<file path="config.mk">
export PLATFORM = sky130hd
export DESIGN_NAME = apb_master_bridge
export DESIGN_NICKNAME = d
export VERILOG_FILES = /design/src/rtl/apb_master_pkg.sv /design/src/rtl/apb_master_wdog.sv /design/src/rtl/apb_master_bridge.sv
export SDC_FILE = /design/constraint.sdc
export NUM_CORES = 1
export LEC_CHECK = 0
export ABC_CLOCK_PERIOD_IN_PS = 10300
export CAP_MARGIN = 30
export CORE_MARGIN = 3
export CORE_UTILIZATION = 42
export DETAILED_ROUTE_END_ITERATION = 6
export GPL_ROUTABILITY_DRIVEN = 1
export PLACE_DENSITY_LB_ADDON = 0.1
export SETUP_SLACK_MARGIN = 0.5
export SYNTH_ARGS = -nofsm -noshare
export SYNTH_HDL_FRONTEND = slang
export SYNTH_SLANG_ARGS = --single-unit
</file>
<file path="constraint.sdc">
create_clock -name pclk -period 10.3 [get_ports pclk]
set_clock_uncertainty 0.15 [all_clocks]
set_input_delay 1.545 -clock pclk [delete_from_list [all_inputs] [get_ports pclk]]
set_output_delay 1.545 -clock pclk [all_outputs]
set_load 0.1 [all_outputs]
</file>
<file path="src/rtl/apb_master_pkg.sv">
// Shared types and default widths for the APB master bridge.
package apb_master_pkg;

  typedef enum logic [1:0] {
    IDLE   = 2'd0,
    SETUP  = 2'd1,
    ACCESS = 2'd2,
    RESP   = 2'd3
  } apb_state_e;

  localparam int unsigned DEF_ADDR_WIDTH     = 32;
  localparam int unsigned DEF_DATA_WIDTH     = 32;
  localparam int unsigned DEF_TIMEOUT_CYCLES = 255;

endpackage

</file>
<file path="src/rtl/apb_master_wdog.sv">
// Wait-state watchdog for the APB master: counts stalled ACCESS cycles and
// flags the cycle on which the count would reach the limit.
module apb_master_wdog #(
  parameter int WIDTH = 8
) (
  input  logic             clk,
  input  logic             rst,
  input  logic             clr,
  input  logic             inc,
  input  logic [WIDTH-1:0] limit,
  output logic             expired
);

  logic [WIDTH-1:0] count;
  logic [WIDTH-1:0] count_next;

  assign count_next = count + 1'b1;
  assign expired    = inc && (count_next == limit);

  always_ff @(posedge clk or posedge rst) begin
    if (rst) begin
      count <= '0;
    end else if (clr) begin
      count <= '0;
    end else if (inc && !expired) begin
      count <= count_next;
    end
  end

endmodule

</file>
<file path="src/rtl/apb_master_bridge.sv">
// Single-outstanding APB3 initiator: valid/ready command in, valid/ready response out.
// Define APB_MASTER_TIMEOUT_EN to abort ACCESS after TIMEOUT_CYCLES stalled cycles.
module apb_master_bridge
  import apb_master_pkg::*;
#(
  parameter int ADDR_WIDTH     = DEF_ADDR_WIDTH,
  parameter int DATA_WIDTH     = DEF_DATA_WIDTH,
  parameter int TIMEOUT_CYCLES = DEF_TIMEOUT_CYCLES
) (
  input  logic                  pclk,
  input  logic                  hrst,
  input  logic                  cmd_valid,
  output logic                  cmd_ready,
  input  logic [ADDR_WIDTH-1:0] cmd_addr,
  input  logic                  cmd_write,
  input  logic [DATA_WIDTH-1:0] cmd_wdata,
  output logic                  rsp_valid,
  input  logic                  rsp_ready,
  output logic [DATA_WIDTH-1:0] rsp_rdata,
  output logic                  rsp_err,
  output logic                  psel,
  output logic                  penable,
  output logic [ADDR_WIDTH-1:0] paddr,
  output logic                  pwrite,
  output logic [DATA_WIDTH-1:0] pwdata,
  input  logic                  pready,
  input  logic [DATA_WIDTH-1:0] prdata,
  input  logic                  pslverr
);

  apb_state_e state;
  apb_state_e next_state;
  logic       timeout;
  logic       access_done;

`ifdef APB_MASTER_TIMEOUT_EN
  localparam int TW = $clog2(TIMEOUT_CYCLES + 1);

  apb_master_wdog #(
    .WIDTH (TW)
  ) u_wdog (
    .clk     (pclk),
    .rst     (hrst),
    .clr     (state == SETUP),
    .inc     ((state == ACCESS) && !pready),
    .limit   (TW'(TIMEOUT_CYCLES)),
    .expired (timeout)
  );
`else
  assign timeout = 1'b0;
`endif

  // Bus controls decode straight from state so reset drops them without a clock.
  assign cmd_ready   = (state == IDLE);
  assign psel        = (state == SETUP) || (state == ACCESS);
  assign penable     = (state == ACCESS);
  assign rsp_valid   = (state == RESP);
  assign access_done = (state == ACCESS) && (pready || timeout);

  always_ff @(posedge pclk or posedge hrst) begin
    if (hrst) begin
      state <= IDLE;
    end else begin
      state <= next_state;
    end
  end

  always_comb begin
    next_state = state;
    unique case (state)
      IDLE:   if (cmd_valid)   next_state = SETUP;
      SETUP:                   next_state = ACCESS;
      ACCESS: if (access_done) next_state = RESP;
      RESP:   if (rsp_ready)   next_state = IDLE;
      default:                 next_state = IDLE;
    endcase
  end

  // Address/data are left at their last values between transfers to limit bus toggling.
  always_ff @(posedge pclk or posedge hrst) begin
    if (hrst) begin
      paddr     <= '0;
      pwrite    <= 1'b0;
      pwdata    <= '0;
      rsp_rdata <= '0;
      rsp_err   <= 1'b0;
    end else begin
      if ((state == IDLE) && cmd_valid) begin
        paddr  <= cmd_addr;
        pwrite <= cmd_write;
        pwdata <= cmd_wdata;
      end
      if (access_done) begin
        rsp_rdata <= (pready && !pwrite) ? prdata : '0;
        rsp_err   <= pready ? pslverr : 1'b1;
      end
    end
  end

endmodule

</file>
==> results.py <==
metrics = {
    "status": {
        "status": "completed",
    },
    "layout": {
        "layout_commonest_cell": "clkdlybuf4s50_1",
        "num_antenna_cells": 0,
        "drive_gt1_share_pct": 16.9,
        "area_delta_synth_final_pct": 58.5,
        "stdcell_area_sq_mm": 0.00618,
        "mostFrequentLayoutCells": "204 x clkdlybuf4s50_1, 100 x dfrtp_1, 66 x mux2_2",
        "finalCoreUtilization_pct": 69.6,
        "fin_nets": 600,
        "layoutNonFillerInstCount": 605,
    },
    "yosys": {
        "ys_seq_elements": 100,
        "yosys.area_share.simple_pct": 8.50,
        "ys_types": 14,
        "syn_area_sq_mm": 0.00390,
        "synthAdderAreaFrac_pct": 0.962,
        "synth_xor_area_share_pct": 0,
        "syn_avg_cell_area_sq_um": 13.3,
        "synthCells": 294,
        "ys_seq_area_share_pct": 64.1,
        "synth_compound_area_share_pct": 4.36,
        "synthMuxAreaShare_pct": 19.6,
        "synth_fp_nets": 400,
        "synth_top_family_by_area": "multiplexers",
        "yosys_warnings": 0,
    },
    "clock_network": {
        "clkSinkCount": 100,
        "cts_resized": 0,
        "cts_buffers": 9,
        "root_buffer": "clkbuf_8",
        "cts_tree": "built",
        "path_clk_slew_ps": 90,
        "cts_setup_buffers": 0,
        "cts_hold_buf": 0,
        "clock_latency_ps": 340,
        "cts_buffer_depth": 2,
        "htreeDepth": 3,
    },
    "global_route": {
        "overflow": 0,
        "grt_pass1_vias": 2906,
        "grt_max_degree": 66,
        "antenna_found_initial": 0,
        "grt_first_pass_wirelength_um": 14700,
        "grt.total_usage_pct": 18.2,
    },
    "worst_setup_path": {
        "crit_family": "buffers and inverters",
        "worstSetupEndpointType": "primary output",
        "cp_slowest_stage_delay_ps": 1270,
        "worst-path-max-fanout": 34,
        "cpMaxStageDelayCell": "clkdlybuf4s50_1",
        "cp-start-kind": "flop",
        "critical_path_buf_inv_count": 1,
        "critPathRequiredTime_ps": 8610,
        "cp_cell_sequence": "clkdlybuf4s50_1",
        "path_class": "reg2out",
        "worstPathArrival_ps": 2510,
    },
    "floorplan": {
        "start_util_pct": 43.9,
        "rows": 34,
        "dieArea_sq_mm": 0.0105,
        "die_w_um": 102,
        "die_h_um": 102,
        "num_io_pins": 205,
        "core-area_sq_mm": 0.00889,
    },
    "placement": {
        "place.gp.congestion": 0.730,
        "place_area_sq_mm": 0.00603,
        "portBuffers": 204,
        "dp_hpwl_um": 7280,
        "post-place-cells": 591,
    },
    "route": {
        "wirelength_um": 9730,
        "vias": 2864,
        "drtIter0Drc": 65,
        "wl_per_cell_um": 16.1,
        "drc": 0,
        "firstDrtPassIters": 4,
        "ant_nets": 0,
        "via_per_inst": 4.73,
    },
    "sta": {
        "rsz0062_at_grt": "no",
        "worst_pin_slew_ps": 1020,
        "fmax_ghz": 0.238,
        "relSlewSlack_pct": 31.7,
        "setup_tns_ps": 0,
        "finalSetupViolations": 0,
        "fin_crit_ps": 4200,
        "post-route-period-util_pct": 40.8,
        "hold_viol_final": 0,
        "slew_violations": 0,
    },
    "worst_hold_path": {
        "min_path_type": "reg2reg",
    },
    "job": {
        "maxCapViolCount": 0,
    },
}
==> synthesized netlist by cell type <==
library cell	number	area [sq um]
a222oi_1	1	10.0
o21ai_0	32	160
buf_1	2	7.51
dfrtp_1	100	2500
nand2b_1	32	200
clkbuf_1	7	26.3
ha_1	3	37.5
buf_2	8	40.0
nor2_1	1	3.75
mux2i_1	1	10.0
inv_1	6	22.5
nand2_1	34	128
mux2_1	1	11.3
mux2_2	66	743
==> metal layers <==
| metal | track usage (%) | wire length (um) | vias up |
|---|---|---|---|
| met2 | 31.1 | 4930 | 119 |
| li1 | - | - | 1379 |
| met3 | 6.21 | 898 | 11 |
| met4 | 6.26 | 150 | 0 |
| met5 | 0 | 0 | - |
| met1 | 21.6 | 3750 | 1355 |
==> cell type report <==
type | count | area, sq um
Timing Repair Buffer | 206 | 2060
Clock buffer | 10 | 128
Fill cell | 695 | 2710
Inverter | 6 | 25.0
Sequential cell | 100 | 2500
Tap cell | 108 | 135
Multi-Input combinational cell | 171 | 1310
Clock inverter | 4 | 28.8
==> state kept, by name, summed over array words and instances, names as in the netlist <==
name,count
paddr,32
rsp_rdata,32
pwrite,1
pwdata,32
rsp_err,1
state,2
==> path summary, 6_finish.rpt <==
path	startpoint	to	slack [ps]	cells after the start
max reg2reg	state[1]$_DFFE_PP0P_	paddr[22]$_DFFE_PP0P_	8160	5
max	pwrite$_DFFE_PP0P_	pwrite	6100	1
min	rsp_rdata[2]$_DFFE_PP0P_	rsp_rdata[2]$_DFFE_PP0P_	330	2
min reg2reg	rsp_rdata[2]$_DFFE_PP0P_	rsp_rdata[2]$_DFFE_PP0P_	330	2
max in group asynchronous	hrst	paddr[11]$_DFFE_PP0P_	7430	3
min in group asynchronous	hrst	rsp_rdata[23]$_DFFE_PP0P_	1480	2
==> kinds of logic after synthesis <==
kind of cell	Yosys count
DFF	100
buffers and inverters	23
AOI/OAI and AO/OA	33
and+or+nand+nor	67
adders and majority gates	3
muxes	68
==> metrics by stage <==
| stage | hold WS, ps | setup WS [ps] |
|---|---|---|
| after floorplan | 362 | 5990 |
| after global placement | 311 | 6460 |
| after detailed placement | 319 | 6420 |
| after CTS | 339 | 6030 |
| after global routing | 364 | 5920 |
| final | 334 | 6100 |
Power is not shown: default switching activity piles up to over one toggle a cycle in this logic, so the estimate is an artifact.
